### src/rtl/bsram_arb_pkg.sv
// bsram_pkg: shared widths, bridge read code and response states for the SRAM arbiter
package bsram_pkg;
   localparam int AW = 11;
   localparam int DW = 32;
   localparam int BW = 4;
   localparam int CW = 16;
   localparam logic [BW-1:0] BRD = 4'hF;
   typedef enum logic [1:0] {IDLE, RESP, HOLD} state_e;
endpackage

### src/rtl/bsram_arb_if.sv
// bsram_arb_if: bridge strobes, core valid/ready port, stall counter and macro pins
interface bsram_arb_if;
   import bsram_pkg::*;
   logic          io_bcf, bcsb, c_vld, c_rdy, c_rvl, c_rrd, st_clr, m_csb, m_web;
   logic [BW-1:0] bweb, c_we, m_wmask;
   logic [AW-1:0] badr, c_adr, m_adr;
   logic [DW-1:0] bdti, bdto, c_wdt, c_rdt, m_din, m_dout;
   logic [CW-1:0] st_cnt;
   modport slave (
      input  io_bcf, bcsb, bweb, badr, bdti, c_vld, c_we, c_adr, c_wdt, c_rrd, st_clr, m_dout,
      output bdto, c_rdy, c_rvl, c_rdt, st_cnt, m_csb, m_web, m_wmask, m_adr, m_din
   );
   modport master (
      output io_bcf, bcsb, bweb, badr, bdti, c_vld, c_we, c_adr, c_wdt, c_rrd, st_clr, m_dout,
      input  bdto, c_rdy, c_rvl, c_rdt, st_cnt, m_csb, m_web, m_wmask, m_adr, m_din
   );
endinterface

### src/rtl/bsram_arb_rsp.sv
// bsram_rsp: one-entry core read response buffer; RESP forwards live macro data, HOLD replays it
module bsram_rsp
   import bsram_pkg::*;
(
   input  logic          clk,
   input  logic          rst,
   input  logic          accept_rd_i,
   input  logic          c_rrd_i,
   input  logic [DW-1:0] m_dout_i,
   output logic          c_rvl_o,
   output logic          busy_o,
   output logic [DW-1:0] c_rdt_o
);
   state_e        state_q, state_d;
   logic [DW-1:0] hold_q, hold_d;
   always_ff @(posedge clk or posedge rst)
      if (rst) begin
         state_q <= IDLE;
         hold_q  <= '0;
      end else begin
         state_q <= state_d;
         hold_q  <= hold_d;
      end
   always_comb begin
      c_rvl_o = state_q != IDLE;
      busy_o  = state_q == HOLD;
      c_rdt_o = busy_o ? hold_q : m_dout_i;
      // capture before the next edge so a bridge access cannot overwrite the pending word
      hold_d  = (state_q == RESP && !c_rrd_i) ? m_dout_i : hold_q;
      state_d = state_q;
      case (state_q)
         IDLE:    state_d = accept_rd_i ? RESP : IDLE;
         RESP:    state_d = c_rrd_i ? (accept_rd_i ? RESP : IDLE) : HOLD;
         HOLD:    state_d = c_rrd_i ? IDLE : HOLD;
         default: state_d = IDLE;
      endcase
   end
endmodule

### src/rtl/bsram_arb.sv
// bsram_arb: merges the SPI bridge strobes (always wins) and a core valid/ready port onto one SRAM macro
module bsram_arb
   import bsram_pkg::*;
(
   input  logic        clk,
   input  logic        rst,
   bsram_arb_if.slave  bus
);
   logic          bsel, acc, inc, rvl, busy;
   logic [CW-1:0] st_cnt_q, st_cnt_d;
   assign bsel       = ~bus.bcsb;
   assign bus.c_rdy  = ~rst & ~bsel & ~bus.io_bcf & ~busy & (~rvl | bus.c_rrd);
   assign acc        = bus.c_vld & bus.c_rdy;
   assign bus.m_csb  = bus.bcsb & ~acc;
   assign bus.m_web  = bsel ? bus.bweb == BRD : ~|bus.c_we;
   assign bus.m_wmask = bsel ? ~bus.bweb : bus.c_we;
   assign bus.m_adr  = bsel ? bus.badr : bus.c_adr;
   assign bus.m_din  = bsel ? bus.bdti : bus.c_wdt;
   assign bus.bdto   = bus.m_dout;
   assign bus.c_rvl  = rvl;
   assign bus.st_cnt = st_cnt_q;
   bsram_rsp u_rsp (
      .clk         (clk),
      .rst         (rst),
      .accept_rd_i (acc & ~|bus.c_we),
      .c_rrd_i     (bus.c_rrd),
      .m_dout_i    (bus.m_dout),
      .c_rvl_o     (rvl),
      .busy_o      (busy),
      .c_rdt_o     (bus.c_rdt)
   );
   // only bridge-caused stalls count; a parked HOLD response is the core's own back-pressure
   assign inc = bus.c_vld & ~bus.c_rdy & bsel & ~bus.io_bcf & ~busy;
   always_comb st_cnt_d = bus.st_clr ? '0 : (inc && !(&st_cnt_q)) ? st_cnt_q + CW'(1) : st_cnt_q;
   always_ff @(posedge clk or posedge rst)
      if (rst) st_cnt_q <= '0;
      else     st_cnt_q <= st_cnt_d;
endmodule

### src/flat_wrapper.sv
// flat-port wrapper written by rule: the top's interface ports become plain ports
module bsram_arb_flat import bsram_pkg::*;
  (clk, rst, bus_io_bcf, bus_bcsb, bus_bweb, bus_badr, bus_bdti, bus_c_vld, bus_c_we, bus_c_adr, bus_c_wdt, bus_c_rrd, bus_st_clr, bus_m_dout, bus_bdto, bus_c_rdy, bus_c_rvl, bus_c_rdt, bus_st_cnt, bus_m_csb, bus_m_web, bus_m_wmask, bus_m_adr, bus_m_din);
  bsram_arb_if bus_i ();
  input  logic clk;
  input  logic rst;
  input wire logic [$bits(bus_i.io_bcf)-1:0] bus_io_bcf;
  input wire logic [$bits(bus_i.bcsb)-1:0] bus_bcsb;
  input wire logic [$bits(bus_i.bweb)-1:0] bus_bweb;
  input wire logic [$bits(bus_i.badr)-1:0] bus_badr;
  input wire logic [$bits(bus_i.bdti)-1:0] bus_bdti;
  input wire logic [$bits(bus_i.c_vld)-1:0] bus_c_vld;
  input wire logic [$bits(bus_i.c_we)-1:0] bus_c_we;
  input wire logic [$bits(bus_i.c_adr)-1:0] bus_c_adr;
  input wire logic [$bits(bus_i.c_wdt)-1:0] bus_c_wdt;
  input wire logic [$bits(bus_i.c_rrd)-1:0] bus_c_rrd;
  input wire logic [$bits(bus_i.st_clr)-1:0] bus_st_clr;
  input wire logic [$bits(bus_i.m_dout)-1:0] bus_m_dout;
  output wire logic [$bits(bus_i.bdto)-1:0] bus_bdto;
  output wire logic [$bits(bus_i.c_rdy)-1:0] bus_c_rdy;
  output wire logic [$bits(bus_i.c_rvl)-1:0] bus_c_rvl;
  output wire logic [$bits(bus_i.c_rdt)-1:0] bus_c_rdt;
  output wire logic [$bits(bus_i.st_cnt)-1:0] bus_st_cnt;
  output wire logic [$bits(bus_i.m_csb)-1:0] bus_m_csb;
  output wire logic [$bits(bus_i.m_web)-1:0] bus_m_web;
  output wire logic [$bits(bus_i.m_wmask)-1:0] bus_m_wmask;
  output wire logic [$bits(bus_i.m_adr)-1:0] bus_m_adr;
  output wire logic [$bits(bus_i.m_din)-1:0] bus_m_din;
  assign bus_i.io_bcf = bus_io_bcf;
  assign bus_i.bcsb = bus_bcsb;
  assign bus_i.bweb = bus_bweb;
  assign bus_i.badr = bus_badr;
  assign bus_i.bdti = bus_bdti;
  assign bus_i.c_vld = bus_c_vld;
  assign bus_i.c_we = bus_c_we;
  assign bus_i.c_adr = bus_c_adr;
  assign bus_i.c_wdt = bus_c_wdt;
  assign bus_i.c_rrd = bus_c_rrd;
  assign bus_i.st_clr = bus_st_clr;
  assign bus_i.m_dout = bus_m_dout;
  assign bus_bdto = bus_i.bdto;
  assign bus_c_rdy = bus_i.c_rdy;
  assign bus_c_rvl = bus_i.c_rvl;
  assign bus_c_rdt = bus_i.c_rdt;
  assign bus_st_cnt = bus_i.st_cnt;
  assign bus_m_csb = bus_i.m_csb;
  assign bus_m_web = bus_i.m_web;
  assign bus_m_wmask = bus_i.m_wmask;
  assign bus_m_adr = bus_i.m_adr;
  assign bus_m_din = bus_i.m_din;
  bsram_arb u_core (.clk(clk), .rst(rst), .bus(bus_i));
endmodule
### config.mk
export PLATFORM = sky130hd
export DESIGN_NAME = bsram_arb_flat
export DESIGN_NICKNAME = d
export VERILOG_FILES = /design/src/rtl/bsram_arb_pkg.sv /design/src/rtl/bsram_arb_if.sv /design/src/rtl/bsram_arb_rsp.sv /design/src/rtl/bsram_arb.sv /design/src/flat_wrapper.sv
export SDC_FILE = /design/constraint.sdc
export NUM_CORES = 1
export LEC_CHECK = 0
export CAP_MARGIN = 20
export CELL_PAD_IN_SITES_DETAIL_PLACEMENT = 1
export CELL_PAD_IN_SITES_GLOBAL_PLACEMENT = 2
export CORE_ASPECT_RATIO = 1.75
export CORE_MARGIN = 1
export CORE_UTILIZATION = 19
export DETAILED_ROUTE_END_ITERATION = 16
export PLACE_DENSITY_LB_ADDON = 0.3
export SETUP_SLACK_MARGIN = 0.15
export SYNTH_ARGS = -nofsm -noshare
export SYNTH_HDL_FRONTEND = slang
export SYNTH_HIERARCHICAL = 1
export SYNTH_SLANG_ARGS = --single-unit
### constraint.sdc
create_clock -name clk -period 2.72 [get_ports clk]
set_input_delay 0.68 -clock clk [delete_from_list [all_inputs] [get_ports clk]]
set_output_delay 0.68 -clock clk [all_outputs]
set_load 0.02 [all_outputs]
# Word-level counts from Yosys, hierarchy flattened
# Index checks and enable logic that the tools add are counted.
[word_totals]
out_inout_bits = 131
mem_bits_ro = 0
latch_bits = 0
memories = 0
ramBits = 0
reg_bits = 50
input_bits = 133
elab_cells = 48
[op_classes]
n_addsub = 1
div_mod_pow = 0
n_eq_ne = 3
reduce_logical = 10
magnitude_cmp = 0
shifts = 0
mux = 11
n_mul = 0
bitwise_logic = 20
[ops]
columns = ["cell", "count"]
rows = [
  ["2-to-1 mux 32 bit", 2],
  ["2-to-1 mux 16 bit", 2],
  ["adder 16 x 1 -> 16 bit (second input constant)", 1],
  ["AND reduction 16 bit", 1],
  ["bitwise AND 1 bit", 11],
  ["2-to-1 mux 11 bit", 1],
  ["NOT 1 bit", 7],
  ["one-hot mux 2 bit (3 select lines)", 1],
  ["== test 4 bit (second input constant)", 1],
  ["2-to-1 mux 2 bit", 2],
  ["2-to-1 mux 4 bit", 1],
  ["NOT 4 bit", 1],
  ["nonzero test 2 bit", 2],
  ["OR reduction 4 bit", 1],
  ["zero test 1 bit", 3],
  ["== test 2 x 1 -> 1 bit (second input constant)", 1],
  ["== test 2 bit (second input constant)", 1],
  ["logical AND 1 bit", 2],
  ["zero test 2 bit", 1],
  ["2-to-1 mux 1 bit", 2],
  ["OR 1 bit", 1],
]

# Longest topological paths before layout
# Gate-level depths: netlist (run 1).
[logic_depth]
depth_word = 13
mapped_depth = 9
mapped_depth_nobuf = 7

# Cells and area by module
# The synthesis (run 1) kept the hierarchy.
[by_module_without_submodules]
columns = ["module", "n_inst", "cells_per_inst", "area_per_inst_um2", "seq_area_each_um2"]
rows = [
  ["bsram_rsp", 1, 114, 1820.5, 850.8],
  ["bsram_arb", 1, 199, 1798.0, 400.4],
]

# Worst setup path before layout (run 1)
# OpenSTA, ideal clock, no wires.
[synth_timing]
path_kind = "input-to-output"
start = "in rst"
end = "out bus_m_csb"
arrival_ns = 1.940
slack_ns = 0.100
path_buffers = 0
t_required_ns = 2.040
path_stages = 4
cell_sequence = "inv_1 > nand3_1 > a21oi_1 > a21boi_0"
[synth_between]
elab_chain_len = 8
[synth_rtl]
columns = ["element", "line_no", "source"]
rows = [
  ["from (decl)", "flat_wrapper.sv:6", "input logic rst;"],
  ["NOT 1 bit", "bsram_arb.sv:12", "assign bus.c_rdy = ~rst & ~bsel & ~bus.io_bcf & ~busy & (~rvl | bus.c_rrd);"],
  ["bitwise AND 1 bit (4 in series)", "bsram_arb.sv:12", ""],
  ["net bus_c_rdy", "flat_wrapper.sv:20", "output wire logic [$bits(bus_i.c_rdy)-1:0] bus_c_rdy;"],
  ["bitwise AND 1 bit", "bsram_arb.sv:13", "assign acc = bus.c_vld & bus.c_rdy;"],
  ["NOT 1 bit", "bsram_arb.sv:14", "assign bus.m_csb = bus.bcsb & ~acc;"],
  ["bitwise AND 1 bit", "bsram_arb.sv:14", ""],
  ["to (decl)", "flat_wrapper.sv:24", "output wire logic [$bits(bus_i.m_csb)-1:0] bus_m_csb;"],
]
# The timed path passes the listed nets, and every way through them passes these cells.

# Final worst setup path (run 1)
[layout_timing]
start = "in bus_m_dout[31]"
end = "out bus_bdto[31]"
[layout_rtl]
columns = ["element", "line_no", "source"]
rows = [
  ["from (decl)", "flat_wrapper.sv:18", "input wire logic [$bits(bus_i.m_dout)-1:0] bus_m_dout;"],
  ["to (decl)", "flat_wrapper.sv:19", "output wire logic [$bits(bus_i.bdto)-1:0] bus_bdto;"],
]
# No word-level cell between the ends.

==> results of run 1 <==
synth_stat cells, types with 2 or more instances:
cell / count / area [um2]
nand3_1: 7 / 35.0
o31ai_1: 6 / 45.0
nand2_1: 12 / 45.0
o311ai_0: 2 / 17.5
o41ai_1: 5 / 43.8
mux2_4: 28 / 420
or3_1: 2 / 12.5
nand4_1: 5 / 31.3
nor2_1: 5 / 18.8
nor4_1: 2 / 12.5
and4_1: 2 / 17.5
o21ai_0: 7 / 35.0
nand3b_1: 2 / 15.0
or4_1: 6 / 45.0
mux2_2: 78 / 878
buf_4: 32 / 240
a21oi_1: 13 / 65.1
nor3_1: 2 / 10.0
mux2_1: 2 / 22.5
inv_1: 7 / 26.3
or4b_1: 2 / 20.0
nor2b_1: 2 / 12.5
buf_6: 8 / 90.1
clkbuf_1: 8 / 30.0
dfrtp_1: 50 / 1250
where the power goes:
part / internal, mW / switching [mW] / leakage, nW
registers: 0.764 / 0.0111 / 0.693
logic: 0.407 / 0.300 / 2.13
clock network: 0.436 / 0.291 / 0.0842
per-layer routing:
metal / wire (um) / up-vias / global-route usage
met5: 0 / - / 0
met4: 164 / 0 / 0.0383
met3: 1080 / 10 / 0.0325
met2: 7320 / 200 / 0.266
met1: 4210 / 1602 / 0.117
li1: - / 1604 / -
kinds of logic after synthesis:
family,synth area share
multiplexers,0.368
buffers and inverters,0.108
adder cells (fa/ha/maj),0.00346
AO/OA/AOI/OAI,0.0671
AND/OR/NAND/NOR,0.108
flip-flops,0.346
placed cells by master (no fill, tap or decap), types with 2 or more instances in the layout:
| cell | n |
|---|---|
| a21oi_1 | 12 |
| and4_1 | 2 |
| buf_12 | 6 |
| buf_2 | 2 |
| buf_4 | 12 |
| clkbuf_16 | 6 |
| clkdlybuf4s50_1 | 180 |
| dfrtp_1 | 50 |
| dlygate4sd2_1 | 75 |
| dlymetal6s2s_1 | 4 |
| inv_1 | 7 |
| mux2_1 | 2 |
| mux2_2 | 78 |
| mux2_4 | 28 |
| nand2_1 | 12 |
| nand3_1 | 7 |
| nand3b_1 | 2 |
| nand4_1 | 5 |
| nor2_1 | 5 |
| nor2b_1 | 2 |
| nor3_1 | 2 |
| nor4_2 | 2 |
| o21ai_0 | 7 |
| o311ai_0 | 2 |
| o31ai_1 | 6 |
| o41ai_1 | 5 |
| or3_1 | 2 |
| or4_1 | 6 |
| or4b_1 | 2 |
registers in the layout, indices dropped and copies added, names as in the netlist:
name / cells
u_core/u_rsp/hold_q: 32
u_core/bus.st_cnt: 16
u_core/u_rsp/state_q: 2
how the worst min path moves through the flow:
| stage | depth (start not counted) | slack, ps | start | end |
|---|---|---|---|---|
| final | 1 | 490 | u_core/u_rsp/hold_q[2] | u_core/u_rsp/hold_q[2] |
| after global routing | 1 | 520 | u_core/u_rsp/hold_q[2] | u_core/u_rsp/hold_q[2] |
| after CTS | 1 | 500 | u_core/u_rsp/hold_q[2] | u_core/u_rsp/hold_q[2] |
| after detailed placement | 1 | 480 | u_core/u_rsp/hold_q[2] | u_core/u_rsp/hold_q[2] |
| after global placement | 1 | 470 | u_core/u_rsp/hold_q[2] | u_core/u_rsp/hold_q[2] |
| after floorplan | 1 | 450 | u_core/u_rsp/hold_q[1] | u_core/u_rsp/hold_q[1] |
final cells by class:
cell class	instances	area, um2	share of cell area
tap	238	298	0.0456
clock buffer	5	125	0.0192
multi-input combinational	207	1990	0.305
timing repair buffer	282	2790	0.428
clock inverter	3	43.8	0.00671
sequential	50	1250	0.192
inverter	7	26.3	0.00402
through the flow:
stage | hold WS, ps | instances | utilization | cell area [um2] | setup TNS, ps
2_1_floorplan | 454 | 313 | - | 3620 | 0
4_1_cts | 498 | 791 | 0.350 | 6500 | 0
6_report | 493 | 792 | 0.351 | 6530 | 0
3_3_place_gp | 470 | 782 | 0.344 | 6390 | -794
3_5_place_dp | 483 | 782 | 0.344 | 6390 | -993
5_1_grt | 522 | 792 | 0.351 | 6530 | 0
repair_timing:
action / CTS / global route
gates resized for setup: 87 / 9
gates cloned: 1 / 1
setup endpoints to repair: 82 / 10
==> flow_metrics.tcl, run 1 <==
set metrics [dict create \
    grtUsageTotal 0.128 \
    fin_ws_ps 186 \
    htree_levels 2 \
    clk_latency_ps 300 \
    die_y_um 185 \
    critical_path_required_ps 2040 \
    finClkSkew_ps 12.5 \
    hold_violations 0 \
    synth-edff-count 0 \
    fmax_mhz 395 \
    nFillCells 2114 \
    post_drt_wl_per_cell_um 16.1 \
    crit_chain "clkdlybuf4s50_1 -> clkdlybuf4s50_1" \
    p_leak_nw 2.91 \
    num_vias 3416 \
    reg2reg_from "u_core/u_rsp/state_q[1]" \
    cp-end-kind "primary output" \
    crit_end "bus_bdto[31]" \
    synth_warnings 6 \
    grt_start_max_net_pins 34 \
    via_per_inst 4.31 \
    worstPathArrival_ps 1850 \
    relSlewSlack 0.562 \
    criticalPathCategory "input pin to primary output" \
    start_util 0.195 \
    start_kind "input pin" \
    postSynthCellCount 313 \
    hold_path_class "flip-flop to flip-flop" \
    vdd_drop_max_v 0.000259 \
    worst-path-buf-inv 2 \
    finalPower_mw 2.21 \
    crit_slowest_cell "clkdlybuf4s50_1" \
    cp_slowest_stage_delay_ps 640 \
    ys_seq_elements 50 \
    synth.avg_cell_area_um2 11.6 \
    cts_setup_buffers 0 \
    cpMostUsedCell "clkdlybuf4s50_1" \
    die_area_um2 19600 \
    max_cap_viol_count 0 \
    n_antenna_cell 0 \
    nets 687 \
    yosys_most_used_dff "dfrtp_1" \
    clk_pin_slew_worst_paths_ps 70 \
    synthArstFlopShare 1.00 \
    period_needed_ps 2530 \
    worst_r2r_path_depth 6 \
    cts_buffers 5 \
    clock-root-buffer "clkbuf_16" \
    syn_to_final_growth_pct 80.4 \
    antenna_left 0 \
    seq_area_frac_synth 0.346 \
    status "finished, final reports clean" \
    cts_tree "yes" \
    min_period_over_period 0.932 \
    grt_pass1_wl_um 19500 \
    r2r_slack_ps 590 \
    finalSetupViolCount 0 \
    routed_wl_um 12800 \
    cellPowerDensity_nw_per_um2 338 \
    chipWidth_um 106 \
    core_um2 18600 \
    drc 0 \
    cts_max_path_buffers 2 \
    dpl.hpwl_um 10400 \
    grt_pass1_vias 3721 \
    cts-hold-fix-buffers 0 \
    first_pass_iters 6 \
    overflow 0 \
    r2r-end "u_core/bus.st_cnt[12]" \
    rsz0062_at_grt "false" \
    place_ws_ps -246 \
    drt_iter0_drc 80 \
    crit_fanout 3 \
    synth_area_um2 3620 \
    io_pins 264 \
    path_depth 2 \
    portBuffers 263 \
    critical_path.startpoint "bus_m_dout[31]" \
    gp_congestion 0.745 \
    drive_above_1_share 0.264 \
    synth.distinct_cells 43 \
    tightest_slew_ps 652 \
    clock-sinks 50 \
    drv_slew 0 \
    crit_family "buffers and inverters" \
    syn-num-nets 447 \
    fp-row-count 66 \
    grt_antenna_before_repair 1 \
]
Note: power is estimated with default switching activity, not from simulation.
==> inputs of run 2 (changes only) <==
==> constraint.sdc (replaced) <==
create_clock -name clk -period 2.72 [get_ports clk]
set_input_delay 0.272 -clock clk [delete_from_list [all_inputs] [get_ports clk]]
set_output_delay 0.272 -clock clk [all_outputs]
set_load 0.02 [all_outputs]
==> flow_metrics.tcl, run 2 (same netlist as run 1, synthesis figures left out) <==
set metrics [dict create \
    fp-row-count 66 \
    via_per_inst 4.38 \
    die_area_um2 19600 \
    cts-hold-fix-buffers 0 \
    dp.cells 773 \
    tightest_slew_ps 697 \
    drt_iter0_drc 94 \
    cts_max_path_buffers 2 \
    regMostFlops "u_core/u_rsp/hold_q" \
    io_pins 264 \
    overflow 0 \
    die_y_um 185 \
    nFillCells 2074 \
    first_pass_iters 4 \
    layout.cells.non_filler 781 \
    portBuffers 263 \
    setup_tns_ps 0 \
    final_common_cell "clkdlybuf4s50_1" \
    hold_path_class "input pin to async pin" \
    finalSetupViolCount 0 \
    rsz0062_at_grt "false" \
    grt_pass1_vias 3776 \
    cellPowerDensity_nw_per_um2 349 \
    status "finished, final reports clean" \
    chipWidth_um 106 \
    num_vias 3423 \
    dpl.hpwl_um 10200 \
    min_period_over_period 0.868 \
    cp_slowest_stage_delay_ps 560 \
    gp_congestion 0.775 \
    hold_violations 0 \
    worst_r2r_path_depth 8 \
    nets 676 \
    fin_ws_ps 359 \
    core_um2 18600 \
    clk_latency_ps 290 \
    cts_setup_buffers 0 \
    drv_slew 0 \
    crit_fanout 33 \
    r2r_slack_ps 640 \
    n_antenna_cell 0 \
    start_kind "flip-flop" \
    seq_area_um2 1250 \
    grt_antenna_before_repair 0 \
    clock-sinks 50 \
    worstPathArrival_ps 2090 \
    layout_common_cells "262 x clkdlybuf4s50_1, 78 x mux2_2, 50 x dfrtp_1" \
    max_cap_viol_count 0 \
    grtUsageTotal 0.126 \
    drive_above_1_share 0.239 \
    place_ws_ps 415 \
    post_drt_wl_per_cell_um 15.8 \
    crit_slowest_cell "clkdlybuf4s50_1" \
    cp-end-kind "primary output" \
    criticalPathCategory "flip-flop to primary output" \
    crit_chain "nand2b_2 -> buf_12 -> mux2_2 -> clkdlybuf4s50_1" \
    drc 0 \
    vdd_drop_max_v 0.000257 \
    cts_tree "yes" \
    relSlewSlack 0.531 \
    cts_buffers 5 \
    final_util 0.346 \
    start_util 0.195 \
    critical_path.startpoint "u_core/u_rsp/state_q[1]" \
    reg2reg_from "u_core/u_rsp/state_q[1]" \
    clock-root-buffer "clkbuf_16" \
    period_needed_ps 2360 \
    antenna_left 0 \
    htree_levels 2 \
    critical_path_required_ps 2450 \
    p_leak_nw 2.66 \
    finClkSkew_ps 7.82 \
    fmax_mhz 423 \
    grt_pass1_wl_um 19300 \
    clk_pin_slew_worst_paths_ps 70 \
    routed_wl_um 12300 \
    grt_start_max_net_pins 43 \
    syn_to_final_growth_pct 77.9 \
    largest_reg_flops 32 \
    r2r-end "u_core/bus.st_cnt[7]" \
    multi_input_area_um2 1980 \
]
==> run 2: cell types whose count changed in the layout (fill, tap and decap cells not counted), sizes merged <==
cell	delta
inv	-1
clkinv	-1
dlygate4sd2	-75
bufbuf	-1
clkdlybuf4s50	+82
clkinvlp	+1
dlymetal6s2s	-4
buf	-11
clkbuf	-1
==> run 2: power by group <==
| part | switching [mW] | internal, mW | leakage [nW] |
|---|---|---|---|
| registers | 0.0109 | 0.764 | 0.693 |
| clock network | 0.288 | 0.435 | 0.0771 |
| logic | 0.300 | 0.445 | 1.89 |
| total | 0.599 | 1.64 | 2.66 |
==> run 2: repair_timing <==
action	CTS	global route
resized for setup	0	1
setup endpoints to repair	0	2
hold endpoints to repair	0	0
==> run 2: final cells by class <==
cell class | instances | share of cell area
timing repair buffer | 271 | 0.421
inverter | 7 | 0.00408
tap | 238 | 0.0463
clock inverter | 2 | 0.00583
multi-input combinational | 207 | 0.308
clock buffer | 6 | 0.0200
sequential | 50 | 0.194
==> run 2: routing by layer <==
metal	wire length [um]	vias up	global-route usage
met3	1090	8	0.0322
li1	-	1580	-
met1	4160	1643	0.119
met5	0	-	0
met4	171	0	0.0378
met2	6910	192	0.255
==> run 2: how the worst max path moves through the flow <==
stage / to / slack, ps / cells after the start
final: bus_c_rdt[31] / 360 / 4
after global routing: bus_m_csb / 220 / 7
after CTS: bus_m_csb / 260 / 7
after detailed placement: bus_m_web / 410 / 5
after global placement: bus_m_web / 380 / 5
after floorplan: u_core/bus.st_cnt[3] / 560 / 9
==> run 2: worst max-delay path, delay by kind of cell, from the launching register on <==
| family | cells | cell delay [ps] |
|---|---|---|
| buf+inv | 2 | 820 |
| flops | 1 | 460 |
| mux | 1 | 370 |
| simple gates | 1 | 140 |
==> run 2: stage by stage <==
stage | hold slack (ps) | total power [mW] | area, um2
after CTS | 406 | 2.29 | 6430
after detailed placement | 475 | 1.54 | 6270
final | 379 | 2.24 | 6440
after global placement | 468 | 1.53 | 6270
after floorplan | 194 | 1.12 | 3620
after global routing | 438 | 2.34 | 6440
==> inputs of run 3 (changes only) <==
CORE_UTILIZATION = 18   (was 19)
PLACE_DENSITY = 0.9   (was default)
PLACE_DENSITY_LB_ADDON = default   (was 0.3)
SYNTH_HIERARCHICAL = default   (was 1)
==> flow_metrics.tcl, run 3 <==
set metrics [dict create \
    seq_area_frac_synth 0.367 \
    largest_reg_flops 32 \
    synth_warnings 0 \
    yosys_most_used_dff "dfrtp_1" \
    synth-edff-count 0 \
    critical_path_required_ps 2450 \
    postPlaceCellArea_um2 6090 \
    reg2reg_from "u_core.u_rsp.state_q[1]" \
    clock-sinks 50 \
    synth.avg_cell_area_um2 11.3 \
    synth.distinct_cells 41 \
    met1_usage 0.136 \
    clk_latency_ps 300 \
    portBuffers 263 \
    setup_tns_ps 0 \
    layout.cells.non_filler 770 \
    post_drt_wl_per_cell_um 18.5 \
    final_common_cell "clkdlybuf4s50_1" \
    htree_levels 2 \
    die_y_um 184 \
    finClkSkew_ps 11.8 \
    clk_pin_slew_worst_paths_ps 80 \
    drc 0 \
    io_pins 264 \
    gp_congestion 0.777 \
    grt_antenna_before_repair 3 \
    core_um2 18600 \
    overflow 0 \
    start_kind "flip-flop" \
    busiest_layer "met2" \
    synthTopCellsByCount "106 x mux2_2, 50 x dfrtp_1, 32 x buf_4, 16 x nor2_1, 12 x nand2_1" \
    fin_area_um2 6250 \
    dp.cells 761 \
    num_vias 3283 \
    synth_most_common_cell "mux2_2" \
    fin_hold_ws_ps 447 \
    tightest_slew_ps 681 \
    grt_pass1_vias 3729 \
    ys_seq_elements 50 \
    drive_above_1_share 0.250 \
    cts_max_path_buffers 2 \
    relSlewSlack 0.542 \
    die_area_um2 19500 \
    r2r_slack_ps 770 \
    nets 664 \
    final_util 0.336 \
    syn_to_final_growth_pct 83.1 \
    postSynthCellCount 302 \
    cts_setup_buffers 0 \
    finalSetupViolCount 0 \
    first_pass_iters 4 \
    r2r-end "u_core.bus.st_cnt[10]" \
    cellPowerDensity_nw_per_um2 348 \
    cts_buffers 5 \
    max_cap_viol_count 0 \
    via_per_inst 4.26 \
    period_needed_ps 2480 \
    rsz0062_at_grt "false" \
    chipWidth_um 106 \
    crit_fanout 5 \
    use_met2 0.293 \
    min_period_over_period 0.912 \
    routed_wl_um 14200 \
    fp-row-count 66 \
    fmax_mhz 403 \
    antenna_left 0 \
    cts_tree "yes" \
    synth_area_um2 3410 \
    cp-end-kind "primary output" \
    yosys.area.top_type "dfrtp_1" \
    regMostFlops "u_core.u_rsp.hold_q" \
    criticalPathCategory "flip-flop to primary output" \
    synthArstFlopShare 1.00 \
    vdd_drop_max_v 0.000279 \
    worstPathArrival_ps 2210 \
    clock-root-buffer "clkbuf_16" \
    grt_start_max_net_pins 33 \
    grt_pass1_wl_um 20900 \
    hold_path_class "input pin to async pin" \
    dpl.hpwl_um 12200 \
    grtUsageMet3 0.0417 \
    worst_r2r_path_depth 6 \
    yosysTopAreaCellShare 0.367 \
    synth_area_leaders "dfrtp_1 37%, mux2_2 35%, buf_4 7.0%" \
    drt_iter0_drc 72 \
    status "finished, final reports clean" \
    start_util 0.184 \
    grtUsageTotal 0.145 \
    syn-num-nets 436 \
    hold_violations 0 \
    cts-hold-fix-buffers 0 \
    p_leak_nw 2.46 \
    layout_common_cells "262 x clkdlybuf4s50_1, 106 x mux2_2, 50 x dfrtp_1" \
    drv_slew 0 \
]
==> run 3: worst max-delay path by stage <==
| stage | from | to | slack, ps |
|---|---|---|---|
| after global placement | bus_c_we[2] | bus_m_web | 120 |
| after CTS | u_core.u_rsp.state_q[1] | bus_c_rdy | 220 |
| after global routing | bus_c_we[2] | bus_m_web | 150 |
| after floorplan | u_core.u_rsp.state_q[1] | bus_m_csb | 920 |
| after detailed placement | bus_c_we[2] | bus_m_web | 130 |
| final | u_core.u_rsp.state_q[1] | bus_c_rdy | 240 |
==> run 3: final cells by class <==
class / instances / area [um2]
Fill cell: 2093 / 12300
Timing Repair Buffer: 269 / 2690
Multi-Input combinational cell: 202 / 1850
Sequential cell: 50 / 1250
Tap cell: 238 / 298
Clock buffer: 5 / 125
Clock inverter: 3 / 23.8
Inverter: 2 / 7.51
Antenna cell: 1 / 2.50
==> run 3: metrics by stage <==
stage	worst slack, ps	power [mW]
after floorplan	917	1.11
after global placement	123	1.54
after detailed placement	128	1.55
after CTS	217	2.23
after global routing	154	2.28
final	239	2.18
==> run 3: logic make-up after synthesis <==
family	Yosys count	share of synthesized area
mux	108	0.356
simple gates	63	0.108
buf+inv	50	0.0950
flops	50	0.367
compound gates	18	0.0400
xor+xnor	12	0.0308
fa+ha+maj	1	0.00367
==> run 3: report_power, final <==
part / total (mW) / leakage, nW / internal, mW / switching [mW]
sequential: 0.776 / 0.693 / 0.765 / 0.0113
clock: 0.646 / 0.0664 / 0.345 / 0.301
combinational: 0.754 / 1.70 / 0.433 / 0.321
total: 2.18 / 2.46 / 1.54 / 0.634
==> run 3: metal layers <==
layer,share of wire,wire length [um],up-vias
li1,-,-,1497
met3,0.090,1280,16
met4,0.022,308,4
met1,0.34,4800,1543
met5,0.0014,20,-
met2,0.55,7830,223
==> run 3: repair_timing <==
item | CTS | global route
endpoints found under the hold margin | 0 | 0
endpoints found under the setup margin | 1 | 0
resized for setup | 1 | 0
==> run 3: worst max-delay path, stage by stage (launching register included) <==
cell and delay [ps]:
dfrtp_1 460, or2_2 400, a2111oi_4 360, clkdlybuf4s50_1 690
